### config.mk
export PLATFORM = sky130hd
export DESIGN_NAME = uart_rx_cfg
export DESIGN_NICKNAME = d
export VERILOG_FILES = /design/src/rtl/uart_rx_cfg.sv
export SDC_FILE = /design/constraint.sdc
export NUM_CORES = 1
export LEC_CHECK = 0
export BUFFER_PORTS_ARGS = -buffer_cell sky130_fd_sc_hd__buf_2
export CORE_MARGIN = 2
export CORE_UTILIZATION = 30
export CTS_CLUSTER_SIZE = 20
export DETAILED_ROUTE_END_ITERATION = 7
export PLACE_DENSITY = 0.59
export SLEW_MARGIN = 20
export SYNTH_ARGS = -nofsm -noshare
export SYNTH_HDL_FRONTEND = slang
export SYNTH_SLANG_ARGS = --single-unit
export TNS_END_PERCENT = 50
### constraint.sdc
create_clock -name clk -period 2 [get_ports clk]
set_input_delay 0.1 -clock clk [delete_from_list [all_inputs] [get_ports clk]]
set_output_delay 0.1 -clock clk [all_outputs]
set_load 0.01 [all_outputs]
### src/rtl/uart_rx_cfg.sv
// uart_rx_cfg: configurable UART receiver with mid-bit sampling, parity/framing checks and a one-word output holding register
module uart_rx_cfg #(
  parameter int CLK_DIV   = 427,
  parameter int DATA_BITS = 8,
  parameter int PARITY    = 0,
  parameter int STOP_BITS = 1
) (
  input  logic                 clk,
  input  logic                 rst_n,
  input  logic                 rx,
  output logic [DATA_BITS-1:0] data_out,
  output logic                 data_valid,
  input  logic                 data_ready,
  output logic                 parity_err,
  output logic                 frame_err,
  output logic                 overrun,
  output logic                 busy
);
  localparam int TW = $clog2(CLK_DIV);
  typedef enum logic [2:0] {IDLE, START, DATA, PAR, STOP} state_t;
  state_t               state_q, state_d;
  logic [1:0]           sync_q;
  logic                 rx_s, half_bit, full_bit;
  logic [TW-1:0]        tmr_q, tmr_d;
  logic [3:0]           cnt_q, cnt_d;
  logic [DATA_BITS-1:0] sh_q, sh_d, dout_q, dout_d;
  logic                 armed_q, armed_d, pe_q, pe_d, fe_q, fe_d, done_q, done_d;
  logic                 vld_q, vld_d, pe_o_q, pe_o_d, fe_o_q, fe_o_d, ovr_q, ovr_d;
  assign rx_s       = sync_q[1];
  assign half_bit   = tmr_q == TW'(CLK_DIV/2 - 1);
  assign full_bit   = tmr_q == TW'(CLK_DIV - 1);
  assign busy       = state_q != IDLE;
  assign data_out   = dout_q;
  assign data_valid = vld_q;
  assign frame_err  = fe_o_q;
  assign overrun    = ovr_q;
  assign parity_err = (PARITY != 0) & pe_o_q;
  // Frame FSM: start qualification, mid-bit sampling of data/parity/stop, and the re-arm rule after a low stop bit
  always_comb begin
    state_d = state_q;
    tmr_d   = tmr_q + 1'b1;
    cnt_d   = cnt_q;
    sh_d    = sh_q;
    armed_d = armed_q;
    pe_d    = pe_q;
    fe_d    = fe_q;
    done_d  = 1'b0;
    case (state_q)
      IDLE: begin
        tmr_d   = '0;
        armed_d = armed_q | rx_s;
        if (!rx_s && armed_q) begin
          state_d = START;
          pe_d    = 1'b0;
          fe_d    = 1'b0;
        end
      end
      START: if (half_bit) begin
        tmr_d   = '0;
        cnt_d   = '0;
        state_d = rx_s ? IDLE : DATA;
      end
      DATA: if (full_bit) begin
        tmr_d = '0;
        cnt_d = cnt_q + 1'b1;
        sh_d  = {rx_s, sh_q[DATA_BITS-1:1]};
        if (cnt_q == 4'(DATA_BITS - 1)) begin
          cnt_d   = '0;
          state_d = (PARITY != 0) ? PAR : STOP;
        end
      end
      PAR: if (full_bit) begin
        tmr_d   = '0;
        pe_d    = ^{sh_q, rx_s, PARITY == 1};
        state_d = STOP;
      end
      STOP: if (full_bit) begin
        tmr_d = '0;
        cnt_d = cnt_q + 1'b1;
        fe_d  = fe_q | ~rx_s;
        if (cnt_q == 4'(STOP_BITS - 1)) begin
          state_d = IDLE;
          armed_d = rx_s;
          done_d  = 1'b1;
        end
      end
      default: state_d = IDLE;
    endcase
  end
  // Output holding register: load on completion unless a held word is still unaccepted, in which case drop and flag overrun
  always_comb begin
    dout_d = dout_q;
    pe_o_d = pe_o_q;
    fe_o_d = fe_o_q;
    vld_d  = vld_q & ~data_ready;
    ovr_d  = done_q & vld_q & ~data_ready;
    if (done_q && !(vld_q && !data_ready)) begin
      dout_d = sh_q;
      pe_o_d = pe_q;
      fe_o_d = fe_q;
      vld_d  = 1'b1;
    end
  end
  // Synchronizer and receive-side state
  always_ff @(posedge clk) begin
    if (!rst_n) begin
      sync_q  <= 2'b11;
      state_q <= IDLE;
      tmr_q   <= '0;
      cnt_q   <= '0;
      sh_q    <= '0;
      armed_q <= 1'b0;
      pe_q    <= 1'b0;
      fe_q    <= 1'b0;
      done_q  <= 1'b0;
    end else begin
      sync_q  <= {sync_q[0], rx};
      state_q <= state_d;
      tmr_q   <= tmr_d;
      cnt_q   <= cnt_d;
      sh_q    <= sh_d;
      armed_q <= armed_d;
      pe_q    <= pe_d;
      fe_q    <= fe_d;
      done_q  <= done_d;
    end
  end
  // Consumer-facing registers
  always_ff @(posedge clk) begin
    if (!rst_n) begin
      dout_q <= '0;
      pe_o_q <= 1'b0;
      fe_o_q <= 1'b0;
      vld_q  <= 1'b0;
      ovr_q  <= 1'b0;
    end else begin
      dout_q <= dout_d;
      pe_o_q <= pe_o_d;
      fe_o_q <= fe_o_d;
      vld_q  <= vld_d;
      ovr_q  <= ovr_d;
    end
  end
endmodule

==> impl_results.md <==
* Outcome: completed
* Mux cell area share after synthesis at 11.4%
* WL/cell at 11.7 um
* Cts bufs inserted at 5
* Post-synthesis compound-gate area fraction at 9.84%
* Die height at 80.5 um
* Power Total at 0.00168 W
* Max Clock Skew at 0.00285 ns
* Post-route ant nets at 0
* Pwr dens at 817 nW/um2
* Slew @ Worst Pin at 0.747 ns
* Initial Utilization at 31.5%
* Clk Latency, worst-skew pair at 0.29 ns
* Internal at 0.00122 W
* Gr ovfl total at 0
* Reg power frac at 49.4%
* Crit path DAT at 2.16 ns
* Final Setup Violations at 0
* DR vias at 1,327
* Largest net degree at the start of global routing at 25
* Req. time, crit path at 2.19 ns
* Clock root buffer: clkbuf_8
* Main combinational cell family by area after synthesis: simple AND/OR/NAND/NOR gates
* DR vias/cell at 4.66
* Drt drc at 0
* Fin crit share at 98.5%
* Total negative slack at 0 ns
* Syn Nets at 198
* CTS tree: yes
* Max IR drop VDD at 0.000319 V
* P&R area growth vs syn at 17.0%
* Seq cells post-synth at 40
* Crit path max fanout at 4
* PortBufs at 15
* # IOs at 17
* Initial antenna violation count at 0
* Core ar. at 5570 um2
* Post-Syn Area at 1760 um2
* Post-synth EDFFs at 0
* Buffer count from post-CTS setup fixing at 0
* Max_slew headroom at 50.1%
* Clock power share at 34.0%
* Clk buf depth at 2
* Type of origin of the critical path: flop
* Synth cell types at 42
* WL final at 3.33 mm
* Min-Delay Path Class: in2reg
* Fin. Hold Viols at 0
* F_max at 508 MHz
* Hold_ws at 0.101 ns
* RSZ-0062 raised after global routing: yes
* Seq/Total Area, Yosys at 45.6%
* Crit Path Category: reg2reg
* Chip Width at 80.5 um
* Clock sinks at 40
* Crit. End Element: flop
* Simple-gate area share of the yosys netlist at 21.9%
* First-pass iteration count of the detailed router at 4
* Antenna cells at 0
* Share of layout cells above drive strength 1 at 18.8%
* Post-synth ARST share at 0%
* Top_reg_cell synth: dfxtp_1
* First-pass GRT wire length at 5.74 mm
* Adder-cell share of the synthesized area at 3.56%
* Post-synthesis xor/xnor area fraction at 3.49%
* Dpl hpwl at 2.31 mm
* Combinational group share of total power at 16.6%
* Commonest non-fill, non-tap cell in the layout: dfxtp_1
* R2R depth at 5
* Worst hold path stage count at 4
* Synthesis Warnings at 0
* # nets final at 221
* Mean Syn Cell Area at 9.29 um2
* Vias in the first global route at 1,231
* Row count at 27
* Sw power at 0.000457 W
* H-tree levels at 2
* Switching Share at 27.2%
* GP Congestion at 0.813
* Mapped Cells at 189
* Leak Pwr at 0.941 nW
* Max Slew Vio Count at 0
* Total track usage at 11.6%
* DIE AREA at 6480 um2
* Drt first-iter violations at 72
* Total of max-cap violations at 0
* Commonest non-fill, non-tap cells in the layout: dfxtp_1 (40), nor2_1 (34), mux2i_1 (20)
* Minimum clock period at 1.97 ns
* Clk slew on worst S/H paths at 0.08 ns
==> cell families (layout without fill, tap and decap cells) <==
logic type	Yosys count	count (layout)
AOI/OAI and AO/OA	23	23
other	1	1
adders and majority gates	5	5
xor gates and xnor gates	7	7
muxes	20	20
and+or+nand+nor	76	76
DFF	40	40
buffers and inverters	17	41
==> layout make-up <==
type / instances / area (um2)
Tap cell: 72 / 90.1
Clock inverter: 2 / 15.0
Sequential cell: 40 / 801
Timing Repair Buffer: 24 / 145
Clock buffer: 6 / 82.6
Multi-Input combinational cell: 132 / 887
Fill cell: 575 / 3520
Inverter: 9 / 33.8
==> sequential cells by signal, indices dropped and copies added, names as in the netlist <==
| signal | count |
|---|---|
| armed_q | 1 |
| cnt_q | 4 |
| data_out | 8 |
| data_valid | 1 |
| done_q | 1 |
| fe_q | 1 |
| frame_err | 1 |
| overrun | 1 |
| sh_q | 8 |
| state_q | 3 |
| sync_q | 2 |
| tmr_q | 9 |
==> worst paths after layout <==
path | startpoint | to | slack, ns
hold reg to reg | sync_q[0] | sync_q[1] | 0.42
hold / removal | data_ready | data_valid | 0.10
setup reg to reg | tmr_q[3] | fe_q | 0.03
setup / recovery | tmr_q[3] | fe_q | 0.03
==> layer usage <==
layer	share of wire (%)	vias up	global-route usage, %
li1	-	687	-
met1	52	616	15.0
met2	44	20	17.3
met3	2.7	4	3.15
met4	1.8	0	6.27
met5	0	-	0
==> cells in the mapped netlist (4+ instances only) <==
master,instances,share of area [%]
nor2_1,34,7.3
a21oi_1,4,1.1
nand3_1,7,2.0
xnor2_1,4,2.0
dfxtp_1,40,46
inv_1,9,1.9
mux2i_1,20,11
ha_1,5,3.6
o21ai_0,6,1.7
nand2b_1,4,1.4
nand2_1,10,2.1
clkbuf_1,5,1.1
==> metrics by stage <==
step	instances	util, %	setup WS, ns	instance area [um2]
floorplan	189	-	0.0495	1760
global placement	276	34.9	0.0516	1940
detailed placement	276	34.9	0.0207	1940
CTS	285	36.8	0.00710	2050
global route	285	36.9	-0.0288	2050
finish	285	36.9	0.0303	2050
==> power by group through the flow <==
stage,sequential [W],clock [W],combinational (W)
final,0.000829,0.000571,0.000278
after global routing,0.000832,0.000630,0.000308
after CTS,0.000829,0.000598,0.000276
after detailed placement,0.000848,0,0.000274
after global placement,0.000848,0,0.000274
after floorplan,0.000847,0,0.000205
==> worst max-delay path, cell delays in order (launching register included) <==
cell and delay (ns):
dfxtp_1 0.32, or4b_1 0.52, o211a_1 0.23, or2_4 0.27, a211o_4 0.29, o221a_1 0.24
==> repair_timing <==
action	4_1_cts	5_1_grt
endpoints found under the hold margin	1	0
resized for setup	0	1
hold buffers	1	0
setup endpoints to repair	0	5
Note: power is estimated with default switching activity, not from simulation.
